## src/rtl/mem_stream_pkg.sv

```systemverilog
// Shared types and default widths for the memory read streamer.
package mem_stream_pkg;

   localparam int unsigned MS_ADDR_W = 4;
   localparam int unsigned MS_DATA_W = 8;

   typedef enum logic [1:0] {
      IDLE  = 2'd0,
      ISSUE = 2'd1,
      DRAIN = 2'd2
   } state_t;

   typedef struct packed {
      logic [MS_DATA_W-1:0] data;
      logic                 last;
   } fifo_entry_t;

endpackage

```

## src/rtl/mem_stream_fifo2.sv

```systemverilog
// Two-entry synchronous FIFO holding captured read words until the stream accepts them.
module mem_stream_fifo2
   import mem_stream_pkg::*;
#(
   parameter type entry_t = fifo_entry_t
) (
   input  logic       clk,
   input  logic       rst_n,
   input  logic       push_i,
   input  entry_t     push_data_i,
   input  logic       pop_i,
   output logic [1:0] count_o,
   output entry_t     head_o
);

   entry_t     mem_q [2];
   logic       wr_ptr_q;
   logic       rd_ptr_q;
   logic [1:0] count_q;

   // Pointer/count update; storage itself needs no reset since count gates its use.
   always_ff @(posedge clk) begin
      if (!rst_n) begin
         wr_ptr_q <= 1'b0;
         rd_ptr_q <= 1'b0;
         count_q  <= 2'd0;
      end else begin
         if (push_i) begin
            mem_q[wr_ptr_q] <= push_data_i;
            wr_ptr_q        <= ~wr_ptr_q;
         end
         if (pop_i) begin
            rd_ptr_q <= ~rd_ptr_q;
         end
         count_q <= count_q + 2'(push_i) - 2'(pop_i);
      end
   end

   assign count_o = count_q;
   assign head_o  = mem_q[rd_ptr_q];

endmodule

```

## src/rtl/mem_read_streamer.sv

```systemverilog
// Sweeps a contiguous range of a sync-read memory and streams the words out (valid/ready).
// Optional feature macro: MEM_READ_STREAMER_WRAP_EN (sweeps may wrap past the top address).
module mem_read_streamer
   import mem_stream_pkg::*;
#(
   parameter int unsigned ADDR_W = MS_ADDR_W,
   parameter int unsigned DATA_W = MS_DATA_W
) (
   input  logic              clk,
   input  logic              rst_n,
   input  logic              start,
   input  logic [ADDR_W-1:0] base_addr,
   input  logic [ADDR_W:0]   length,
   output logic              busy,
   output logic              done,
   output logic              err,
   output logic [ADDR_W-1:0] mem_addr,
   input  logic [DATA_W-1:0] mem_rd_data,
   output logic              m_valid,
   input  logic              m_ready,
   output logic [DATA_W-1:0] m_data,
   output logic              m_last
);

   typedef struct packed {
      logic [DATA_W-1:0] data;
      logic              last;
   } entry_t;

   state_t            state_q, state_d;
   logic [ADDR_W-1:0] addr_q, addr_d;
   logic [ADDR_W-1:0] last_addr_q, last_addr_d;
   logic [ADDR_W:0]   remain_q, remain_d;
   logic              inflight_q, inflight_d;
   logic              inflight_last_q, inflight_last_d;
   logic              done_q, done_d;
   logic              err_q, err_d;
   logic              issue;
   logic              handshake;
   logic              range_bad;
   logic [1:0]        fifo_count;
   entry_t            head;
   entry_t            push_entry;

   // Range check at start: only needed when wrapping is not allowed.
`ifdef MEM_READ_STREAMER_WRAP_EN
   assign range_bad = 1'b0;
`else
   localparam int unsigned DEPTH = 2 ** ADDR_W;
   localparam int unsigned SUM_W = ADDR_W + 2;
   assign range_bad = (SUM_W'(base_addr) + SUM_W'(length)) > SUM_W'(DEPTH);
`endif

   assign handshake = m_valid && m_ready;

   // State and counter registers.
   always_ff @(posedge clk) begin
      if (!rst_n) begin
         state_q         <= IDLE;
         addr_q          <= '0;
         last_addr_q     <= '0;
         remain_q        <= '0;
         inflight_q      <= 1'b0;
         inflight_last_q <= 1'b0;
         done_q          <= 1'b0;
         err_q           <= 1'b0;
      end else begin
         state_q         <= state_d;
         addr_q          <= addr_d;
         last_addr_q     <= last_addr_d;
         remain_q        <= remain_d;
         inflight_q      <= inflight_d;
         inflight_last_q <= inflight_last_d;
         done_q          <= done_d;
         err_q           <= err_d;
      end
   end

   // Next-state: start handling, credit-limited issue, and completion on the last handshake.
   always_comb begin
      state_d         = state_q;
      addr_d          = addr_q;
      last_addr_d     = last_addr_q;
      remain_d        = remain_q;
      inflight_d      = 1'b0;
      inflight_last_d = 1'b0;
      done_d          = 1'b0;
      err_d           = 1'b0;
      issue           = 1'b0;

      case (state_q)
         IDLE: begin
            if (start) begin
               if (length == '0) begin
                  done_d = 1'b1;
               end else if (range_bad) begin
                  err_d = 1'b1;
               end else begin
                  addr_d   = base_addr;
                  remain_d = length;
                  state_d  = ISSUE;
               end
            end
         end
         ISSUE: begin
            // FIFO occupancy plus the word in flight may not exceed two after this cycle's pop.
            if ((3'({1'b0, fifo_count}) + 3'(inflight_q)) < (3'd2 + 3'(handshake))) begin
               issue           = 1'b1;
               inflight_d      = 1'b1;
               inflight_last_d = (remain_q == (ADDR_W+1)'(1));
               last_addr_d     = addr_q;
               addr_d          = addr_q + ADDR_W'(1);
               remain_d        = remain_q - (ADDR_W+1)'(1);
               if (remain_q == (ADDR_W+1)'(1)) begin
                  state_d = DRAIN;
               end
            end
         end
         DRAIN: begin
            if (handshake && m_last) begin
               done_d  = 1'b1;
               state_d = IDLE;
            end
         end
         default: state_d = IDLE;
      endcase
   end

   // The read address must reach the memory in the issue cycle itself, so it is muxed live.
   assign mem_addr = issue ? addr_q : last_addr_q;

   assign push_entry = '{data: mem_rd_data, last: inflight_last_q};

   mem_stream_fifo2 #(
      .entry_t (entry_t)
   ) u_fifo (
      .clk         (clk),
      .rst_n       (rst_n),
      .push_i      (inflight_q),
      .push_data_i (push_entry),
      .pop_i       (handshake),
      .count_o     (fifo_count),
      .head_o      (head)
   );

   assign busy    = (state_q != IDLE);
   assign done    = done_q;
   assign err     = err_q;
   assign m_valid = (fifo_count != 2'd0);
   assign m_data  = head.data;
   assign m_last  = m_valid && head.last;

endmodule
```

## config.mk

```make
export PLATFORM = sky130hd
export DESIGN_NAME = mem_read_streamer
export DESIGN_NICKNAME = d
export VERILOG_FILES = /design/src/rtl/mem_stream_pkg.sv /design/src/rtl/mem_stream_fifo2.sv /design/src/rtl/mem_read_streamer.sv
export SDC_FILE = /design/constraint.sdc
export NUM_CORES = 1
export LEC_CHECK = 0
export BUFFER_PORTS_ARGS = -buffer_cell sky130_fd_sc_hd__buf_2
export CELL_PAD_IN_SITES_DETAIL_PLACEMENT = 2
export CELL_PAD_IN_SITES_GLOBAL_PLACEMENT = 2
export CORE_ASPECT_RATIO = 2
export CORE_MARGIN = 3
export CORE_UTILIZATION = 38
export CTS_CLUSTER_SIZE = 12
export DETAILED_ROUTE_END_ITERATION = 10
export PLACE_DENSITY_LB_ADDON = 0.1
export REMOVE_ABC_BUFFERS = 1
export SYNTH_ARGS = -nofsm -noshare
export SYNTH_HDL_FRONTEND = slang
export SYNTH_HIERARCHICAL = 1
export SYNTH_SLANG_ARGS = --single-unit
```

## constraint.sdc

```tcl
create_clock -name clk -period 6.1 [get_ports clk]
set_clock_uncertainty 0.1 [all_clocks]
set_input_delay 0.915 -clock clk [delete_from_list [all_inputs] [get_ports clk]]
set_output_delay 0.915 -clock clk [all_outputs]
set_load 0.01 [all_outputs]
```

==> flow_summary.ini, run 1 <==
[status]
status = finished clean

[sta]
finalCriticalPeriod_ns = 3.356
max_slew_margin = 0.4181
setup_violations = 0
max_freq_ghz = 0.2980
setup_tns_ns = 0
slew_viol_final = 0
final_hold_viol_count = 0
grt_setup_unrepaired = false
worst_slew_pin_slew_ns = 0.8696
post-route-period-util = 0.5502

[detailed_routing]
ant_nets = 0
routed_wirelength_mm = 6.005
drc = 0
routedWlPerCell_um = 20.64
vias_per_cell = 5.746
firstDrtPassIters = 3
drt_iter0_drc = 38
vias = 1672

[cts]
cts_tree = yes
postCtsSetupRepairBufs = 0
cts_resized = 0
clkSlewWorstSetupHoldPaths_ns = 0.08
holdBufCountCts = 0
clk_latency_ns = 0.30
cts_buffer_depth = 2
htree_num_levels = 2
cts_buffers = 5
cts_root_buffer = clkbuf_8
clkSinkCount = 42

[setup_path]
required_ns = 5.08
r2r-end = remain_q[2]$_SDFFE_PN0P_
crit_path_max_incr_delay_ns = 0.55
r2r-start = state_q[0]$_SDFFE_PN0P_
crit_start = state_q[0]$_SDFFE_PN0P_
crit_path_end = mem_addr[0]
worst_setup_path_end_kind = output port
cp_common_cell = nand2_1
path_cells = nand2b_1 -> nor2_1 -> and2_1 -> nand2_1 -> nand2_1 -> buf_2
rr_worst_depth = 6
worstSetupPathType = reg2out
r2r_slack_ns = 3.64
crit_fanout = 13
worstPathArrival_ns = 2.34
crit_path_start_kind = flip-flop
slowest_stage = dfxtp_1

[floorplan]
fp.dieH_um = 111.1
die_w_um = 58.55
rows = 37
start_util = 0.4011
coreArea_mm2 = 0.005231
dieArea_mm2 = 0.006503
ioPinCount = 38

[layout]
areaGrowthSynthToFinish_pct = 15.38
drive_gt1_frac = 0.2876
nets = 265
final_area_mm2 = 0.002421
antenna_cells = 0

[yosys]
synth_top_cells_by_count = 24 x dfxtp_1, 23 x nand2_1, 18 x edfxtp_1
yosys.area.top_type = edfxtp_1
ys_ff_latch = 42
yosysSeqAreaShare = 0.4866
yosys.area.top_type_share = 0.2576
netlist_top_cells_area = edfxtp_1 26%, dfxtp_1 23%, ha_1 6.6%, mux2_2 4.8%, nand2_1 4.1%
ys.warnings.count = 6
ys_types = 50
yosysMostFrequentCell = dfxtp_1
synth_area_mm2 = 0.002098
synth_edf_count = 18
synthArstFlopShare = 0
syn-instance-count = 194
ys.flop_type = dfxtp_1
avgSynthCellArea_um2 = 10.82

[global_route]
grt_pass1_wl_mm = 9.584
grt_max_degree = 20
grt-ovfl-total = 0
grtUsageTotal = 0.1963
grt_pass1_vias = 1933
antenna_found_initial = 0

[power]
p_per_area_mw_per_mm2 = 323.8
leakagePower_uw = 0.001017
vdd_drop_max_uv = 197.4

[placement]
gp_congestion = 0.8098
dpl.hpwl_mm = 4.824
portBuffers = 37
post_dp_cell_area_mm2 = 0.002330

[worst_hold_path]
min_path_type = reg2reg

[flow_run]
drv_cap = 0
-- placed cells by master (no fill, tap or decap), drive strengths merged, types with 2 or more instances in the layout --
cell and n:
a211oi 2, a21oi 10, and2 10, and3 2, buf 37, clkbuf 7, dfxtp 24, edfxtp 18
ha 11, inv 7, mux2 9, nand2 23, nand2b 2, nor2 10, nor2b 2, nor3 7
nor4 3, nor4bb 2, o211ai 3, o21ai 6, o22ai 5, o311ai 2, o31ai 3, or2 3
or3 2, or4 3, xor2 3
-- final cells by class --
| cell class | instances | area (um2) |
|---|---|---|
| inverter | 7 | 26.28 |
| multi-input combinational | 139 | 1025 |
| sequential | 42 | 1021 |
| timing repair buffer | 37 | 185.2 |
| clock inverter | 1 | 5.005 |
| clock buffer | 7 | 86.33 |
| tap | 58 | 72.57 |
| fill | 579 | 2810 |
-- critical path: cells and delay by family, from the launching register on --
kind,cells,cell delay [ns]
buf+inv,1,0.14
simple gates,5,1.35
flops,1,0.55
-- kinds of logic (layout without fill, tap and decap cells) --
logic type / count (synthesis) / count (layout) / share of synthesized area
compound gates: 39 / 39 / 0.1473
xor+xnor: 4 / 4 / 0.02326
fa+ha+maj: 12 / 12 / 0.07513
buf+inv: 13 / 52 / 0.02505
flops: 42 / 42 / 0.4866
mux: 10 / 10 / 0.05307
simple gates: 74 / 74 / 0.1896
-- report_power, final --
group / internal, uW / switching, uW / total [uW]
clock network: 91.3 / 94.4 / 186
registers: 321 / 34.6 / 356
logic: 113 / 130 / 242
-- routing by layer --
| metal | vias up | routed length (um) | GRT usage | part of all wire |
|---|---|---|---|---|
| li1 | 788 | - | - | - |
| met1 | 833 | 1899 | 0.1700 | 0.32 |
| met2 | 38 | 3714 | 0.3966 | 0.62 |
| met3 | 13 | 229 | 0.03613 | 0.038 |
| met4 | 0 | 162 | 0.08359 | 0.027 |
| met5 | - | 0 | 0 | 0 |
-- sequential cells by signal, indices dropped and copies added, names as in the netlist, named ones only --
signal           count
u_fifo/mem_q        18
remain_q             5
addr_q               4
last_addr_q          4
state_q              2
u_fifo/count_o       2
done                 1
err                  1
inflight_last_q      1
inflight_q           1
u_fifo/rd_ptr_q      1
u_fifo/wr_ptr_q      1
-- how the worst min path moves through the flow --
stage	to	from	cells after the start	slack, ns
after global routing	u_fifo/mem_q[1][0]$_DFFE_PP_	inflight_last_q$_SDFF_PN0_	0	0.37
after CTS	u_fifo/mem_q[1][0]$_DFFE_PP_	inflight_last_q$_SDFF_PN0_	0	0.36
after detailed placement	u_fifo/mem_q[1][0]$_DFFE_PP_	inflight_last_q$_SDFF_PN0_	0	0.34
after global placement	u_fifo/mem_q[0][0]$_DFFE_PP_	inflight_last_q$_SDFF_PN0_	0	0.31
final	u_fifo/mem_q[1][0]$_DFFE_PP_	inflight_last_q$_SDFF_PN0_	0	0.36
after floorplan	u_fifo/mem_q[0][0]$_DFFE_PP_	inflight_last_q$_SDFF_PN0_	0	0.30
-- through the flow --
stage | worst slack (ns) | utilization | hold slack, ns | total power (uW) | instances
2_1_floorplan | 2.930 | - | 0.3037 | 518.0 | 188
3_3_place_gp | 2.611 | 0.4453 | 0.3129 | 586.9 | 283
3_5_place_dp | 2.498 | 0.4453 | 0.3364 | 610.0 | 283
4_1_cts | 2.726 | 0.4628 | 0.3625 | 795.6 | 291
5_1_grt | 2.530 | 0.4628 | 0.3748 | 835.0 | 291
6_report | 2.744 | 0.4628 | 0.3560 | 783.9 | 291
Note: power is estimated with default switching activity, not from simulation.
==> run 2, diff against run 1 <==
Settings changed: CORE_UTILIZATION 38 to 32.
Clock period 6.1 ns to 2.8 ns, I/O delays scaled along.
==> flow_summary.ini, run 2 (synthesis results as in run 1) <==
[detailed_routing]
routed_wirelength_mm = 6.040
routedWlPerCell_um = 18.53
drt_iter0_drc = 51
firstDrtPassIters = 4
vias_per_cell = 5.221
ant_nets = 0
drc = 0
vias = 1702

[floorplan]
dieArea_mm2 = 0.007624
rows = 41
die_w_um = 63.26
coreArea_mm2 = 0.006361
ioPinCount = 38
fp.dieH_um = 120.5
start_util = 0.3299

[power]
power.share.clock = 0.329
combinationalPowerShare = 0.276
p_seq_frac = 0.395
leakagePower_uw = 0.001082
p_per_area_mw_per_mm2 = 762.1
p_sw_uw = 590.4
p_sw_frac = 0.3000
vdd_drop_max_uv = 267.7
p_int_uw = 1378

[setup_path]
crit_fanout = 6
worstSetupPathType = in2reg
worst_setup_path_end_kind = flip-flop
required_ns = 2.86
worstPathArrival_ns = 2.72
crit_path_start_kind = primary input

[layout]
antenna_cells = 0
multiInputGateArea_mm2 = 0.001027
top_regs = u_fifo/mem_q (18), remain_q (5)
mostFrequentLayoutCell = buf_2
drive_gt1_frac = 0.3083
largest_register = u_fifo/mem_q
final_area_mm2 = 0.002582
areaGrowthSynthToFinish_pct = 23.08
nets = 272
seqCellArea_mm2 = 0.001021
fin_cells = 326
largest_reg_flops = 18
layout_common_cells = 37 x buf_2, 24 x dfxtp_1, 22 x nand2_1
n_fill_cell = 728

[placement]
post_dp_cell_area_mm2 = 0.002417
gp_congestion = 0.7766
dp_slack_ns = -0.1538
dp_cells = 318
portBuffers = 37
dpl.hpwl_mm = 4.924

[cts]
cts_tree = yes
clk_latency_ns = 0.28
cts_buffer_depth = 2
cts_root_buffer = clkbuf_16
clkSlewWorstSetupHoldPaths_ns = 0.06
postCtsSetupRepairBufs = 0
cts_buffers = 5
htree_num_levels = 2
clkSinkCount = 42

[sta]
setup_violations = 0
worst_slew_pin_slew_ns = 0.7510
finalCriticalPeriod_ns = 2.658
fin_ws_ns = 0.1422
post-route-period-util = 0.9492
max_slew_margin = 0.4975
slew_viol_final = 0
final_hold_viol_count = 0
setup_tns_ns = 0
max_freq_ghz = 0.3762
holdWs_ns = 0.2243
grt_setup_unrepaired = false

[global_route]
grtUsageTotal = 0.1743
grt_pass1_wl_mm = 10.12
grt_max_degree = 20
antenna_found_initial = 0
grt-ovfl-total = 0
grt_pass1_vias = 2029

[worst_hold_path]
min_path_type = in2reg

[flow_run]
drv_cap = 0

[status]
status = finished clean
run 2: layout make-up:
type	instances	area share
Tap cell	86	0.04167
Inverter	7	0.01017
Clock buffer	6	0.04990
Multi-Input combinational cell	139	0.3978
Clock inverter	2	0.01308
Timing Repair Buffer	44	0.09205
Sequential cell	42	0.3953
run 2: timing repair:
| action | 4_1_cts | 5_1_grt |
|---|---|---|
| hold buffers | 0 | 0 |
| setup endpoints to repair | 0 | 3 |
| resized for setup | 0 | 1 |
run 2: path summary, 6_finish.rpt:
| path | from | to | slack [ns] | cells after the start |
|---|---|---|---|---|
| worst max-delay path | base_addr[0] | remain_q[3]$_SDFFE_PN0P_ | 0.14 | 9 |
| worst min-delay path | mem_rd_data[5] | u_fifo/mem_q[0][6]$_DFFE_PP_ | 0.22 | 1 |
| worst max register to register | inflight_q$_SDFF_PN0_ | addr_q[0]$_SDFFE_PN0P_ | 0.66 | 6 |
| worst min register to register | inflight_last_q$_SDFF_PN0_ | u_fifo/mem_q[0][0]$_DFFE_PP_ | 0.33 | 0 |
run 2: power groups by stage:
stage | Clock (uW) | Sequential, uW | Combinational [uW]
after floorplan | 0 | 765 | 364
after global placement | 0 | 786 | 511
after detailed placement | 0 | 793 | 550
after CTS | 662 | 781 | 555
after global routing | 682 | 789 | 609
final | 647 | 778 | 543
run 2: metal layers:
| layer | routed length, um | track usage |
|---|---|---|
| met4 | 216 | 0.08931 |
| met1 | 1931 | 0.1513 |
| met2 | 3678 | 0.3541 |
| met5 | 0 | 0 |
| met3 | 214 | 0.03810 |
run 2: metrics by stage:
step,utilization,total power [uW]
final,0.4060,1968
after global routing,0.4060,2080
after CTS,0.4056,1998
after detailed placement,0.3800,1343
after global placement,0.3800,1297
after floorplan,-,1129
run 2: critical path, cell delays in order:
cell and delay [ns]:
buf_2 0.11, ha_1 0.22, fa_1 0.42, xor2_1 0.30
nor2_1 0.09, a211o_2 0.38, o31a_4 0.40, o211ai_4 0.24
o22ai_1 0.13
==> run 3, diff against run 2 <==
Settings changed: BUFFER_PORTS_ARGS -buffer_cell sky130_fd_sc_hd__buf_2 to not set, CORE_UTILIZATION 32 to 36, DONT_BUFFER_PORTS set to 1.
==> flow_summary.ini, run 3 (synthesis results as in run 1) <==
[sta]
grt_setup_unrepaired = false
post-route-period-util = 0.9175
setup_violations = 0
final_hold_viol_count = 0
holdWs_ns = 0.1186
slew_viol_final = 0
worst_slew_pin_slew_ns = 0.8146
max_freq_ghz = 0.3892
max_slew_margin = 0.4549
finalCriticalPeriod_ns = 2.569
fin_ws_ns = 0.2309

[cts]
cts_buffers = 5
postCtsSetupRepairBufs = 0
cts_buffer_depth = 2
clk_latency_ns = 0.29
clkSinkCount = 42
htree_num_levels = 2
cts_tree = yes
cts_resized = 0
holdBufCountCts = 0
cts_root_buffer = clkbuf_8
clkSlewWorstSetupHoldPaths_ns = 0.08

[setup_path]
r2r-start = inflight_q$_SDFF_PN0_
worstPathArrival_ns = 2.64
crit_start = base_addr[0]
worst_setup_path_end_kind = flip-flop
r2r_slack_ns = 0.48
required_ns = 2.87
worstSetupPathType = in2reg
crit_fanout = 5
crit_path_start_kind = primary input

[layout]
layout_common_cells = 24 x dfxtp_1, 23 x nand2_1, 18 x edfxtp_1
nets = 231
mostFrequentLayoutCell = dfxtp_1
top_regs = u_fifo/mem_q (18), remain_q (5)
drive_gt1_frac = 0.1709
largest_reg_flops = 18
final_core_util = 0.4183
antenna_cells = 0
largest_register = u_fifo/mem_q
areaGrowthSynthToFinish_pct = 9.958

[floorplan]
fp.dieH_um = 114.0
rows = 38
die_w_um = 59.99
dieArea_mm2 = 0.006836
coreArea_mm2 = 0.005515
ioPinCount = 38
start_util = 0.3804

[flow_run]
drv_cap = 0

[power]
vdd_drop_max_uv = 502.7
leakagePower_uw = 0.0008931
p_per_area_mw_per_mm2 = 795.0

[global_route]
grt_pass1_vias = 1741
grt_pass1_wl_mm = 9.114
grtUsageTotal = 0.1837
grt_max_degree = 20
grt-ovfl-total = 0
antenna_found_initial = 0

[detailed_routing]
ant_nets = 0
vias = 1535
routed_wirelength_mm = 5.850
routedWlPerCell_um = 22.59
vias_per_cell = 5.927
firstDrtPassIters = 3
drc = 0
drt_iter0_drc = 22

[worst_hold_path]
min_path_type = in2reg
min_from = mem_rd_data[0]

[placement]
gp_congestion = 0.8308
portBuffers = 0
dp_slack_ns = -0.09219
dpl.hpwl_mm = 4.758

[status]
status = finished clean
-- run 3: cell types whose count changed in the layout (fill, tap and decap cells not counted), sizes merged --
cell    change
buf        -41
bufinv      +1
clkbuf      -1
-- run 3: critical path, stage by stage --
cell and delay, ns:
ha_1 0.21, fa_1 0.47, or4_1 0.51, a2111oi_2 0.30
a211o_2 0.19, o31ai_2 0.11, o21ai_1 0.19, buf_4 0.17
o22ai_1 0.07
-- run 3: worst paths after layout --
path	to	cells past startpoint
setup reg to reg	addr_q[1]$_SDFFE_PN0P_	6
hold / removal	u_fifo/mem_q[0][1]$_DFFE_PP_	0
setup / recovery	remain_q[4]$_SDFFE_PN0P_	9
hold reg to reg	u_fifo/mem_q[0][0]$_DFFE_PP_	0
-- run 3: power breakdown --
part	internal, uW	switching, uW
Clock	357	217
Combinational	217	265
Sequential	700	78.5
Total	1270	560
-- run 3: through the flow --
stage	instance area (um2)	power [uW]	setup TNS, ns	instances
2_1_floorplan	2072	1129	0	188
3_3_place_gp	2170	1230	0	251
3_5_place_dp	2170	1282	-0.5701	251
4_1_cts	2307	1863	0	259
5_1_grt	2307	1936	0	259
6_report	2307	1834	0	259
-- run 3: layout make-up --
cell class | instances | area, um2
fillers | 599 | 3208
multi-input cells | 139 | 1025
flip-flops and latches | 42 | 1021
well taps | 60 | 75.07
clock buffers | 5 | 68.82
clock inverters | 3 | 68.82
inverters | 7 | 26.28
repair buffers | 3 | 22.52
-- run 3: per-layer routing --
metal	global-route usage	part of all wire	vias up
li1	-	-	718
met2	0.3750	0.62	34
met1	0.1519	0.30	772
met5	0	0	-
met3	0.03624	0.041	11
met4	0.08284	0.036	0
